**src/rtl/fir_tdm_multichannel.sv**
```systemverilog
// ---------------------------------------------------------------------------
// fir_tdm_multichannel
//
// Time-multiplexed FIR filter. One multiplier-accumulator is shared by
// CHANNELS independent channels. Each channel keeps its own TAPS-deep delay
// line. All channels share one set of run-time loadable coefficients.
// Each accepted sample starts a TAPS-cycle MAC pass over its channel's line.
// The scaled and saturated result is then presented on a registered
// valid/ready output.
//
// Ports
//   clk                clock, rising edge
//   reset              asynchronous reset, active low
//   in_valid/in_ready  input handshake (in_ready only in IDLE)
//   in_channel         channel of the incoming sample
//   incoming_signal_x  signed input sample
//   flush              zero every delay line (IDLE only)
//   coef_we/addr/data  coefficient write port (IDLE only)
//   out_valid/ready    output handshake
//   out_channel        channel the output belongs to
//   output_signal_y    signed, scaled, saturated filter output
//   busy               high while in MAC or OUT
// ---------------------------------------------------------------------------
module fir_tdm_multichannel #(
  parameter int WIDTH      = 16,
  parameter int COEF_WIDTH = 16,
  parameter int TAPS       = 8,
  parameter int CHANNELS   = 2,
  parameter int FRAC_BITS  = 15,
  localparam int CH_W      = (CHANNELS > 1) ? $clog2(CHANNELS) : 1,
  localparam int K_W       = $clog2(TAPS)
) (
  input  logic                         clk,
  input  logic                         reset,
  input  logic                         in_valid,
  output logic                         in_ready,
  input  logic [CH_W-1:0]              in_channel,
  input  logic signed [WIDTH-1:0]      incoming_signal_x,
  input  logic                         flush,
  input  logic                         coef_we,
  input  logic [K_W-1:0]               coef_addr,
  input  logic signed [COEF_WIDTH-1:0] coef_data,
  output logic                         out_valid,
  input  logic                         out_ready,
  output logic [CH_W-1:0]              out_channel,
  output logic signed [WIDTH-1:0]      output_signal_y,
  output logic                         busy
);

  localparam int PROD_W = WIDTH + COEF_WIDTH;
  // K_W guard bits absorb the growth from summing TAPS full-precision products.
  localparam int ACC_W  = PROD_W + K_W;

  localparam logic [K_W-1:0]  K_LAST     = K_W'(TAPS - 1);
  localparam logic [K_W:0]    ADDR_LIMIT = (K_W + 1)'(TAPS);
  localparam logic [CH_W:0]   CH_LIMIT   = (CH_W + 1)'(CHANNELS);

  // Output range expressed at accumulator width, for the saturation compare.
  localparam logic signed [ACC_W-1:0] Y_MAX =
    {{(ACC_W - WIDTH + 1){1'b0}}, {(WIDTH - 1){1'b1}}};
  localparam logic signed [ACC_W-1:0] Y_MIN =
    {{(ACC_W - WIDTH + 1){1'b1}}, {(WIDTH - 1){1'b0}}};

  typedef enum logic [1:0] {
    IDLE,
    MAC,
    OUT
  } state_t;

  state_t state_reg, state_next;

  // Storage
  logic signed [WIDTH-1:0]      x_reg [CHANNELS][TAPS];
  logic signed [COEF_WIDTH-1:0] h_reg [TAPS];

  // MAC datapath
  logic signed [ACC_W-1:0] acc_reg;
  logic [K_W-1:0]          k_reg;
  logic [CH_W-1:0]         ch_reg;

  // Registered outputs
  logic                    out_valid_reg;
  logic signed [WIDTH-1:0] y_reg;
  logic [CH_W-1:0]         out_ch_reg;

  // Control decode
  logic                idle;
  logic                handshake;
  logic                chan_ok;
  logic                addr_ok;
  logic                accept;
  logic                flush_now;
  logic                coef_wr;
  logic                last_tap;
  logic [CHANNELS-1:0] shift_en;

  assign idle      = (state_reg == IDLE);
  // in_ready is gated by reset so it reads low while reset is held.
  assign in_ready  = idle & reset;
  assign handshake = in_valid & in_ready;
  assign accept    = handshake & chan_ok;
  assign flush_now = idle & flush;
  assign coef_wr   = idle & coef_we & addr_ok;
  assign last_tap  = (k_reg == K_LAST);

  // Range checks are only needed when the index field can hold values past
  // the last channel / tap. Otherwise they are constant true.
  if ((1 << CH_W) == CHANNELS) begin : g_chan_full
    assign chan_ok = 1'b1;
  end else begin : g_chan_range
    assign chan_ok = ({1'b0, in_channel} < CH_LIMIT);
  end

  if ((1 << K_W) == TAPS) begin : g_addr_full
    assign addr_ok = 1'b1;
  end else begin : g_addr_range
    assign addr_ok = ({1'b0, coef_addr} < ADDR_LIMIT);
  end

  for (genvar gi = 0; gi < CHANNELS; gi++) begin : g_shift_en
    assign shift_en[gi] = accept && (in_channel == CH_W'(gi));
  end

  // -------------------------------------------------------------------------
  // Shared multiply-accumulate
  // -------------------------------------------------------------------------
  logic signed [WIDTH-1:0]      x_sel;
  logic signed [COEF_WIDTH-1:0] h_sel;
  logic signed [PROD_W-1:0]     x_ext;
  logic signed [PROD_W-1:0]     h_ext;
  logic signed [PROD_W-1:0]     prod;
  logic signed [ACC_W-1:0]      acc_next;
  logic signed [ACC_W-1:0]      shifted;
  logic signed [WIDTH-1:0]      y_sat;

  assign x_sel = x_reg[ch_reg][k_reg];
  assign h_sel = h_reg[k_reg];
  // Extend both operands to product width so the multiply is full precision.
  assign x_ext = $signed({{COEF_WIDTH{x_sel[WIDTH-1]}}, x_sel});
  assign h_ext = $signed({{WIDTH{h_sel[COEF_WIDTH-1]}}, h_sel});
  assign prod  = x_ext * h_ext;

  assign acc_next = acc_reg + $signed({{K_W{prod[PROD_W-1]}}, prod});
  assign shifted  = acc_next >>> FRAC_BITS;

  always_comb begin
    y_sat = shifted[WIDTH-1:0];
    if (shifted > Y_MAX) begin
      y_sat = Y_MAX[WIDTH-1:0];
    end else if (shifted < Y_MIN) begin
      y_sat = Y_MIN[WIDTH-1:0];
    end
  end

  // -------------------------------------------------------------------------
  // FSM
  // -------------------------------------------------------------------------
  always_ff @(posedge clk or negedge reset) begin
    if (!reset) begin
      state_reg <= IDLE;
    end else begin
      state_reg <= state_next;
    end
  end

  always_comb begin
    state_next = state_reg;
    case (state_reg)
      IDLE:    if (accept)    state_next = MAC;
      MAC:     if (last_tap)  state_next = OUT;
      OUT:     if (out_ready) state_next = IDLE;
      default:                state_next = IDLE;
    endcase
  end

  // -------------------------------------------------------------------------
  // Accumulator, tap counter and output registers
  // -------------------------------------------------------------------------
  always_ff @(posedge clk or negedge reset) begin
    if (!reset) begin
      acc_reg       <= '0;
      k_reg         <= '0;
      ch_reg        <= '0;
      out_valid_reg <= 1'b0;
      y_reg         <= '0;
      out_ch_reg    <= '0;
    end else begin
      case (state_reg)
        IDLE: begin
          if (accept) begin
            ch_reg  <= in_channel;
            acc_reg <= '0;
            k_reg   <= '0;
          end
        end
        MAC: begin
          acc_reg <= acc_next;
          k_reg   <= k_reg + K_W'(1);
          // The last product goes straight into the output register,
          // so out_valid rises on the TAPS-th edge after the accept.
          if (last_tap) begin
            out_valid_reg <= 1'b1;
            y_reg         <= y_sat;
            out_ch_reg    <= ch_reg;
          end
        end
        OUT: begin
          if (out_ready) begin
            out_valid_reg <= 1'b0;
          end
        end
        default: begin
          out_valid_reg <= 1'b0;
        end
      endcase
    end
  end

  // -------------------------------------------------------------------------
  // Coefficient store. Writes are only taken in IDLE, so the coefficients
  // stay constant while a MAC pass is in progress.
  // -------------------------------------------------------------------------
  always_ff @(posedge clk or negedge reset) begin
    if (!reset) begin
      for (int k = 0; k < TAPS; k++) begin
        h_reg[k] <= '0;
      end
    end else if (coef_wr) begin
      h_reg[coef_addr] <= coef_data;
    end
  end

  // -------------------------------------------------------------------------
  // Delay lines. If a flush and an accept happen on the same edge, the
  // accepted sample lands at tap 0 of a line that is otherwise zeroed.
  // -------------------------------------------------------------------------
  always_ff @(posedge clk or negedge reset) begin
    if (!reset) begin
      for (int c = 0; c < CHANNELS; c++) begin
        for (int k = 0; k < TAPS; k++) begin
          x_reg[c][k] <= '0;
        end
      end
    end else begin
      for (int c = 0; c < CHANNELS; c++) begin
        if (shift_en[c]) begin
          x_reg[c][0] <= incoming_signal_x;
          for (int k = 1; k < TAPS; k++) begin
            x_reg[c][k] <= flush_now ? '0 : x_reg[c][k-1];
          end
        end else if (flush_now) begin
          for (int k = 0; k < TAPS; k++) begin
            x_reg[c][k] <= '0;
          end
        end
      end
    end
  end

  assign out_valid       = out_valid_reg;
  assign output_signal_y = y_reg;
  assign out_channel     = out_ch_reg;
  assign busy            = (state_reg != IDLE);

endmodule

```
**config.mk**
```make
export PLATFORM = sky130hd
export DESIGN_NAME = fir_tdm_multichannel
export DESIGN_NICKNAME = d
export VERILOG_FILES = /design/src/rtl/fir_tdm_multichannel.sv
export SDC_FILE = /design/constraint.sdc
export NUM_CORES = 2
export LEC_CHECK = 0
export ABC_AREA = 1
export CAP_MARGIN = 20
export CORE_MARGIN = 4
export CORE_UTILIZATION = 40
export CTS_CLUSTER_SIZE = 10
export DETAILED_ROUTE_END_ITERATION = 7
export HOLD_SLACK_MARGIN = 0.08
export PLACE_DENSITY = 0.58
export SYNTH_ARGS = -nofsm -noshare
export SYNTH_HDL_FRONTEND = slang
export SYNTH_SLANG_ARGS = --single-unit
```
**constraint.sdc**
```tcl
create_clock -name clk -period 17.7 [get_ports clk]
set_input_delay 2.655 -clock clk [delete_from_list [all_inputs] [get_ports clk]]
set_output_delay 2.655 -clock clk [all_outputs]
set_load 0.03 [all_outputs]
```
==> flow_metrics.env <==
export IMPL_synth_edf_count=0
export IMPL_syn_area_mm2=0.0321
export IMPL_synthTopCellsByArea="dfrtp_1 (34%), fa_1 (19%), nand2_1 (7.8%)"
export IMPL_ant_nets=0
export IMPL_min_to="h_reg[108]"
export IMPL_drv_cap=0
export IMPL_synth_avg_cell_area_um2=8.37
export IMPL_synthCells=3839
export IMPL_post_route_cells_drive_above_1_share_pct=5.84
export IMPL_largest_reg_flops=256
export IMPL_grt_pass1_wl_um=142000
export IMPL_postCtsHoldBufs=0
export IMPL_finClkSkew_ns=0.0403
export IMPL_fin_setup_tns_ns=0
export IMPL_crit_top_cell="nand2_1"
export IMPL_yosysWarningCount=0
export IMPL_chipHeight_um=291
export IMPL_fin_crit_ns=9.83
export IMPL_r2r_cells=34
export IMPL_synth_top_area_share_pct=34.5
export IMPL_io_pin_count=62
export IMPL_antenna_found_initial=1
export IMPL_path_class="reg -> reg"
export IMPL_wl_per_cell_um=17.9
export IMPL_rrSetupSlack_ns=7.87
export IMPL_clockRootBuffer="clkbuf_16"
export IMPL_wl_um=86600
export IMPL_postCtsSetupRepairBufs=0
export IMPL_clock_latency_ns=0.63
export IMPL_synth_most_common_cell="nand2_1"
export IMPL_die_width_um=291
export IMPL_drtIter0Drc=1980
export IMPL_fill_cells=7946
export IMPL_synth_nets=4297
export IMPL_hold_class="reg -> reg"
export IMPL_cp_slowest_cell="buf_4"
export IMPL_tritoncts="yes"
export IMPL_ys_flop_type="dfrtp_1"
export IMPL_hold_viol=0
export IMPL_n_antenna_cell=0
export IMPL_cts_htree_levels=2
export IMPL_viasPerCell=5.17
export IMPL_crit_arrival_ns=10.30
export IMPL_grtUsageTotal_pct=20.6
export IMPL_port_buffers=61
export IMPL_numCtsBuffers=54
export IMPL_holdPathStages=2
export IMPL_r2r_start="k_reg[0]"
export IMPL_fin_nets=4238
export IMPL_grt_max_degree=210
export IMPL_netlist_top_cells_count="nand2_1 (668), inv_1 (599), o21ai_0 (455)"
export IMPL_post_route_drc_count=0
export IMPL_synth_seq_area_share_pct=34.5
export IMPL_drtPass1Iterations=5
export IMPL_startpoint_type="register"
export IMPL_status="finished, final reports clean"
export IMPL_dieArea_mm2=0.0849
export IMPL_ys_ff_latch=443
export IMPL_endpoint_kind="register"
export IMPL_rsz0062_at_grt="no"
export IMPL_cp_required_ns=18.18
export IMPL_clock_sinks=443
export IMPL_num_rows=103
export IMPL_yosysTopAreaCell="dfrtp_1"
export IMPL_clockBufferDepth=3
export IMPL_rr_endpoint="output_signal_y[0]"
export IMPL_vias=25100
export IMPL_grt_overflow_total=0
export IMPL_slowest_delay_ns=0.79
export IMPL_ys_async_sr_fraction_pct=100
export IMPL_cts_resized=0
export IMPL_area_growth_synth_to_final_pct=9.12
export IMPL_path_clk_slew_ns=0.06
export IMPL_crit_fanout=80
export IMPL_grt_pass1_vias=25200
export IMPL_finalSetupViolCount=0
export IMPL_initial_core_util_pct=40.5
export IMPL_dpl_hpwl_um=58400
export IMPL_max_slew_margin_pct=31.3
export IMPL_max_freq_ghz=0.102
export IMPL_hp_start="h_reg[108]"
export IMPL_worst_pin_slew_ns=1.03
export IMPL_synth_cell_type_count=42
export IMPL_drv_slew=0
export IMPL_fin_crit_sh_pct=55.5
export IMPL_core_mm2=0.0793
export IMPL_place_congestion=0.868
==> how the worst max path moves through the flow <==
stage / from / endpoint / slack [ns] / cells after the start
CTS: k_reg[0] / output_signal_y[2] / 7.90 / 34
global route: k_reg[0] / output_signal_y[2] / 7.14 / 33
finish: k_reg[0] / output_signal_y[0] / 7.87 / 34
global placement: k_reg[0] / output_signal_y[2] / 7.99 / 34
detailed placement: k_reg[0] / output_signal_y[4] / 7.94 / 34
floorplan: k_reg[0] / output_signal_y[10] / 10.72 / 36
==> routing by layer <==
layer | vias to the layer above | routed length (µm) | track usage [%]
met2 | 640 | 38500 | 32.1
met4 | 0 | 1900 | 4.69
met5 | - | 0 | 0
li1 | 12100 | - | -
met3 | 114 | 5300 | 3.36
met1 | 12200 | 41000 | 30.4
==> worst max-delay path: cells and delay by family, from the launching register on <==
kind | cells | cell delay [ns]
flip-flops | 1 | 0.38
buffers and inverters | 11 | 2.75
AO/OA/AOI/OAI | 2 | 0.60
AND/OR/NAND/NOR | 14 | 2.13
adder cells (fa/ha/maj) | 7 | 3.69
==> cells in the final DEF, fill, tap and decap left out, drive strengths merged <==
cell type / synthesis / final
buf: 95 / 39
nor2: 318 / 318
clkinv: 0 / 2
o22ai: 79 / 79
inv: 617 / 621
clkdlybuf4s50: 0 / 60
xnor2: 12 / 12
nand4: 9 / 9
a22o: 16 / 16
o211ai: 63 / 63
nand2: 697 / 697
fa: 310 / 310
ha: 106 / 106
xor2: 15 / 15
or2: 16 / 16
nor3: 7 / 7
dfrtp: 443 / 443
a31o: 1 / 1
clkbuf: 119 / 72
and3: 1 / 1
o21bai: 4 / 4
a21oi: 249 / 249
clkinvlp: 0 / 1
nand3b: 2 / 2
o21ai: 468 / 468
nand3: 192 / 192
==> kinds of logic (layout without fill, tap and decap cells) <==
group / after synthesis / after routing / share of synthesized area (%)
adder cells (fa/ha/maj): 416 / 416 / 23.4
XOR/XNOR: 27 / 27 / 0.736
AO/OA/AOI/OAI: 880 / 880 / 15.0
flip-flops: 443 / 443 / 34.5
AND/OR/NAND/NOR: 1242 / 1242 / 16.1
buffers and inverters: 831 / 795 / 10.2
==> layout make-up <==
type	instances	area, µm²	share of cell area [%]
Multi-Input combinational cell	2565	17800	50.8
Sequential cell	443	11100	31.6
Inverter	617	2320	6.63
Clock buffer	72	1470	4.19
Tap cell	1050	1310	3.75
Timing Repair Buffer	99	953	2.72
Clock inverter	7	103	0.293
==> metrics by stage <==
step / cells / utilization (%) / hold slack (ns) / setup WS (ns) / cell area [µm²]
after floorplan: 3839 / - / 0.448 / 10.72 / 32100
after global placement: 4772 / 42.2 / 0.461 / 7.99 / 33400
after detailed placement: 4772 / 42.2 / 0.468 / 7.94 / 33400
after CTS: 4851 / 44.2 / 0.481 / 7.90 / 35000
after global routing: 4853 / 44.2 / 0.503 / 7.14 / 35100
final: 4853 / 44.2 / 0.478 / 7.87 / 35100
Power is not shown: default switching activity piles up to over one toggle a cycle in this logic, so the estimate is an artifact.
